## src/rtl/ib_pkt_ram_writer.sv

```systemverilog
// ib_pkt_ram_writer: captures one inbound AXI-Stream packet into the packet RAM and hands it to IbRamCtlr
module ib_pkt_ram_writer #(
   parameter int DATA_W = 64,
   parameter int ADDR_W = 8,
   localparam int KEEP_W = DATA_W / 8
) (
   input  logic              clk,
   input  logic              rst_n,
   input  logic [DATA_W-1:0] s_tdata,
   input  logic [KEEP_W-1:0] s_tkeep,
   input  logic              s_tvalid,
   input  logic              s_tlast,
   output logic              s_tready,
   output logic              ram_we,
   output logic [ADDR_W-1:0] ram_waddr,
   output logic [DATA_W-1:0] ram_wdata,
   output logic              pkt_tlast,
   output logic              enable_use_ram,
   output logic [ADDR_W:0]   pkt_len_beats,
   output logic [ADDR_W+3:0] pkt_len_bytes,
   input  logic              ram_release,
   output logic              overflow_err
);
   typedef enum logic [2:0] {IDLE, FILL, COMMIT, HOLD, DROP} state_t;
   localparam logic [ADDR_W:0] ONE = 1;
   state_t state, nstate;
   logic [ADDR_W:0] beat_cnt;
   logic acc, full, wr, ovf;
   function automatic logic [ADDR_W+3:0] popcount(input logic [KEEP_W-1:0] k);
      logic [ADDR_W+3:0] c;
      c = '0;
      for (int i = 0; i < KEEP_W; i++) c = c + (ADDR_W+4)'(k[i]);
      return c;
   endfunction
   assign acc = s_tvalid & s_tready;
   // beat_cnt reaches DEPTH only once the buffer is completely full
   assign full = beat_cnt[ADDR_W];
   assign wr = acc & ((state == IDLE) | (state == FILL)) & ~full;
   assign ovf = acc & (state == FILL) & full;
   assign enable_use_ram = (state == HOLD);
   // state register
   always_ff @(posedge clk or negedge rst_n)
      if (!rst_n) state <= IDLE;
      else state <= nstate;
   // next-state decode
   always_comb begin
      nstate = state;
      case (state)
         IDLE:    nstate = acc ? (s_tlast ? COMMIT : FILL) : IDLE;
         FILL:    nstate = ovf ? (s_tlast ? IDLE : DROP) : (acc & s_tlast) ? COMMIT : FILL;
         COMMIT:  nstate = HOLD;
         HOLD:    nstate = ram_release ? IDLE : HOLD;
         DROP:    nstate = (acc & s_tlast) ? IDLE : DROP;
         default: nstate = IDLE;
      endcase
   end
   // registered RAM write port, ready, completion pulse and packet lengths
   always_ff @(posedge clk or negedge rst_n)
      if (!rst_n) begin
         s_tready      <= 1'b0;
         ram_we        <= 1'b0;
         ram_waddr     <= '0;
         ram_wdata     <= '0;
         pkt_tlast     <= 1'b0;
         overflow_err  <= 1'b0;
         beat_cnt      <= '0;
         pkt_len_beats <= '0;
         pkt_len_bytes <= '0;
      end else begin
         s_tready     <= (nstate == IDLE) | (nstate == FILL) | (nstate == DROP);
         ram_we       <= wr;
         pkt_tlast    <= (state == COMMIT);
         overflow_err <= ovf;
         beat_cnt     <= (nstate == IDLE) ? '0 : wr ? beat_cnt + ONE : beat_cnt;
         if (wr) begin
            ram_waddr <= beat_cnt[ADDR_W-1:0];
            ram_wdata <= s_tdata;
         end
         if (nstate == IDLE) begin
            pkt_len_beats <= '0;
            pkt_len_bytes <= '0;
         end else if (wr & s_tlast) begin
            pkt_len_beats <= beat_cnt + ONE;
            pkt_len_bytes <= (ADDR_W+4)'(beat_cnt) * (ADDR_W+4)'(KEEP_W) + popcount(s_tkeep);
         end
      end
endmodule

```

## config.mk

```make
export PLATFORM = sky130hd
export DESIGN_NAME = ib_pkt_ram_writer
export DESIGN_NICKNAME = d
export VERILOG_FILES = /design/src/rtl/ib_pkt_ram_writer.sv
export SDC_FILE = /design/constraint.sdc
export NUM_CORES = 1
export LEC_CHECK = 0
export ABC_AREA = 1
export BUFFER_PORTS_ARGS = -buffer_cell sky130_fd_sc_hd__buf_2
export CORE_MARGIN = 4
export CORE_UTILIZATION = 30
export DETAILED_ROUTE_END_ITERATION = 12
export SYNTH_ARGS = -nofsm -noshare
export SYNTH_HDL_FRONTEND = slang
export SYNTH_SLANG_ARGS = --single-unit
```

## constraint.sdc

```tcl
create_clock -name clk -period 2.4 [get_ports clk]
set_input_delay 0.12 -clock clk [delete_from_list [all_inputs] [get_ports clk]]
set_output_delay 0.12 -clock clk [all_outputs]
set_load 0.005 [all_outputs]
```

==> flow_summary.ini <==
[outcome]
status = finished with violations
violations = setup timing

[die]
dieArea_um2 = 17760
fp.dieW_um = 133.3
chipHeight_um = 133.3
start_util = 0.3074
rows = 45
core_um2 = 15310
ios = 175

[clock_tree]
tritoncts = built
numCtsBuffers = 9
cts_buffer_depth = 2
cts_root_buf = clkbuf_16
clk_latency_ns = 0.34
cts.clk_slew.worst_paths_ns = 0.07
cts.sink_count = 109
cts-htree-levels = 3

[yosys]
yosys.area_share.simple = 0.3019
syn-cell-area_um2 = 4708
yosysSeqAreaShare = 0.5793
ys_ff_latch = 109
syn_inst = 562
synth_compound_area_frac = 0.01674
synth-warning-count = 0
synth_top_family_by_area = simple AND/OR/NAND/NOR gates
synth-adder-area-share = 0.02764
syn_area_per_cell_um2 = 8.378
synth.distinct_cells = 22
synthesis.nets = 647
synthMuxAreaShare = 0
synth_xor_area_frac = 0.01302

[pwr]
ir_drop_mv = 0.3462
power.switching_mw = 2.466
p_seq_frac = 0.421
p_leak_nw = 3.885
switching_share = 0.3713
internal-power_mw = 4.176
power_density_nw_per_um2 = 977.8
clkPwrFrac = 0.206
p_comb_frac = 0.373

[routing]
drtAntennaViolNets = 0
drt_iter0_drc = 268
vias = 4406
routedWlPerCell_um = 13.25
viasPerCell = 4.358
drt_wl_total_um = 13390
firstDrtPassIters = 4
drcViolationCount = 0

[critical_path]
arrival_ns = 2.82
crit_path_start_kind = input pin
r2r_slack_ns = 0.44
crit_required_ns = 2.63
criticalPathCategory = input pin to register
r2r_end = pkt_len_beats[6]
ff2ff_path_depth = 7
worstPathMaxFanout = 3
rr_startpoint = beat_cnt[0]
end_kind = register

[timing]
period_needed_ns = 2.593
setup_viol_count_final = 5
finalHoldViolCount = 0
whs_ns = 0.1397
rsz0062_at_grt = yes
worst_slack_ns = -0.1934
tightest_slew_ns = 0.9305
finalMaxSlewViolations = 0
skew_ns = 0.007059
setup_tns_ns = -0.8219
period_share = 1.081
slew_headroom = 0.3796
max_freq_mhz = 385.6

[finish]
nNetsFinal = 881
mostFrequentLayoutCell = nand2_1
fillCellCount = 1508
area_delta_synth_final_pct = 44.27
final_cell_mix = nand2_1, buf_2, dfrtp_1
antenna_cells = 0
final_layout_size_suffix_gt1_frac = 0.2675

[min_path]
min_to = pkt_len_bytes[0]
hold_path.class = input pin to register
hp-start = s_tkeep[2]
whs_path_depth = 4

[placement]
hpwl_um = 8809
io_buffers = 174
gp_congestion = 0.7663

[global_route]
grtUsageMet1 = 0.1987
overflow = 0
grt_max_degree = 88
grt_usage = 0.1513
gr-max-usage-layer = met2
antenna_found_initial = 0
use_met2 = 0.2463
grt_pass1_wl_um = 21940
gr-usage-met3 = 0.03512
grt_pass1_vias = 4356

[flow_run]
cap_violations = 0
[power groups by stage]
stage	Sequential [mW]	Clock, mW	Combinational [mW]
3_5_place_dp	2.82	0	2.39
5_1_grt	2.89	1.49	2.81
6_report	2.80	1.37	2.48
4_1_cts	2.80	1.43	2.49
2_1_floorplan	2.88	0	1.28
3_3_place_gp	2.82	0	2.36
[synth_stat cells (all sizes together)]
cell type / number / area share
nand2: 274 / 0.22
dfrtp: 109 / 0.58
nand3: 52 / 0.055
inv: 43 / 0.034
nor2: 20 / 0.016
buf: 19 / 0.022
o21ai: 12 / 0.013
xor2: 7 / 0.013
clkbuf: 6 / 0.0048
fa: 4 / 0.017
ha: 4 / 0.011
a21oi: 3 / 0.0040
nor3: 3 / 0.0032
nor4: 3 / 0.0040
nand4: 2 / 0.0027
or2: 1 / 0.0013
[through the flow]
step,util,power [mW],cells,setup WS (ns),instance area (um^2)
after floorplan,-,4.160,562,-0.3242,4723
after global placement,0.3792,5.181,928,-0.5249,5808
after detailed placement,0.3792,5.215,928,-0.5515,5808
after CTS,0.4411,6.717,1009,-0.1796,6755
after global routing,0.4435,7.190,1011,-0.3105,6793
final,0.4435,6.642,1011,-0.1934,6793
[sequential cells by signal (all words and copies together) (netlist names)]
| signal | count |
|---|---|
| pkt_tlast | 1 |
| overflow_err | 1 |
| state | 3 |
| pkt_len_beats | 9 |
| beat_cnt | 9 |
| ram_we | 1 |
| ram_waddr | 8 |
| s_tready | 1 |
| ram_wdata | 64 |
| pkt_len_bytes | 12 |
[layer usage]
layer	up-vias	part of all wire
li1	2192	-
met1	2065	0.45
met2	130	0.47
met3	19	0.052
met4	0	0.025
met5	-	0
[worst max-delay path, stage by stage]
cell and delay, ns:
buf_6 0.09, fa_1 0.52, inv_1 0.05, fa_1 0.45, fa_1 0.52, inv_2 0.05
ha_4 0.16, fa_2 0.36, nand2_4 0.11, nor2_4 0.05, xor2_1 0.12, nand2_1 0.07
o21ai_1 0.09, nor2_1 0.05
[worst max-delay path by stage]
stage | end | slack (ns) | startpoint | depth (start not counted)
floorplan | pkt_len_bytes[4] | -0.32 | s_tkeep[0] | 13
global placement | pkt_len_bytes[4] | -0.52 | s_tkeep[0] | 14
detailed placement | pkt_len_bytes[4] | -0.55 | s_tkeep[0] | 14
CTS | pkt_len_bytes[4] | -0.18 | s_tkeep[0] | 14
global route | pkt_len_bytes[8] | -0.31 | s_tkeep[0] | 16
finish | pkt_len_bytes[4] | -0.19 | s_tkeep[0] | 14
[cell families after synthesis]
kind of cell / after synthesis
AO/OA/AOI/OAI: 15
XOR/XNOR: 7
adder cells (fa/ha/maj): 8
buffers and inverters: 68
flip-flops: 109
AND/OR/NAND/NOR: 355
[area by class of cell]
class / instances / area [um^2] / share of cell area
Multi-Input combinational cell: 385 / 1747 / 0.2571
Clock inverter: 4 / 25.02 / 0.003684
Sequential cell: 109 / 2728 / 0.4015
Tap cell: 211 / 264.0 / 0.03887
Inverter: 43 / 163.9 / 0.02413
Clock buffer: 11 / 242.7 / 0.03573
Timing Repair Buffer: 248 / 1623 / 0.2389
[timing repair]
action,4_1_cts,5_1_grt
pin swaps,3,4
hold endpoints to repair,97,0
hold buffers,65,0
resized for setup,4,6
buffers inserted,1,2
endpoints found under the setup margin,5,8
No activity file was read; power rests on OpenSTA's default activity.
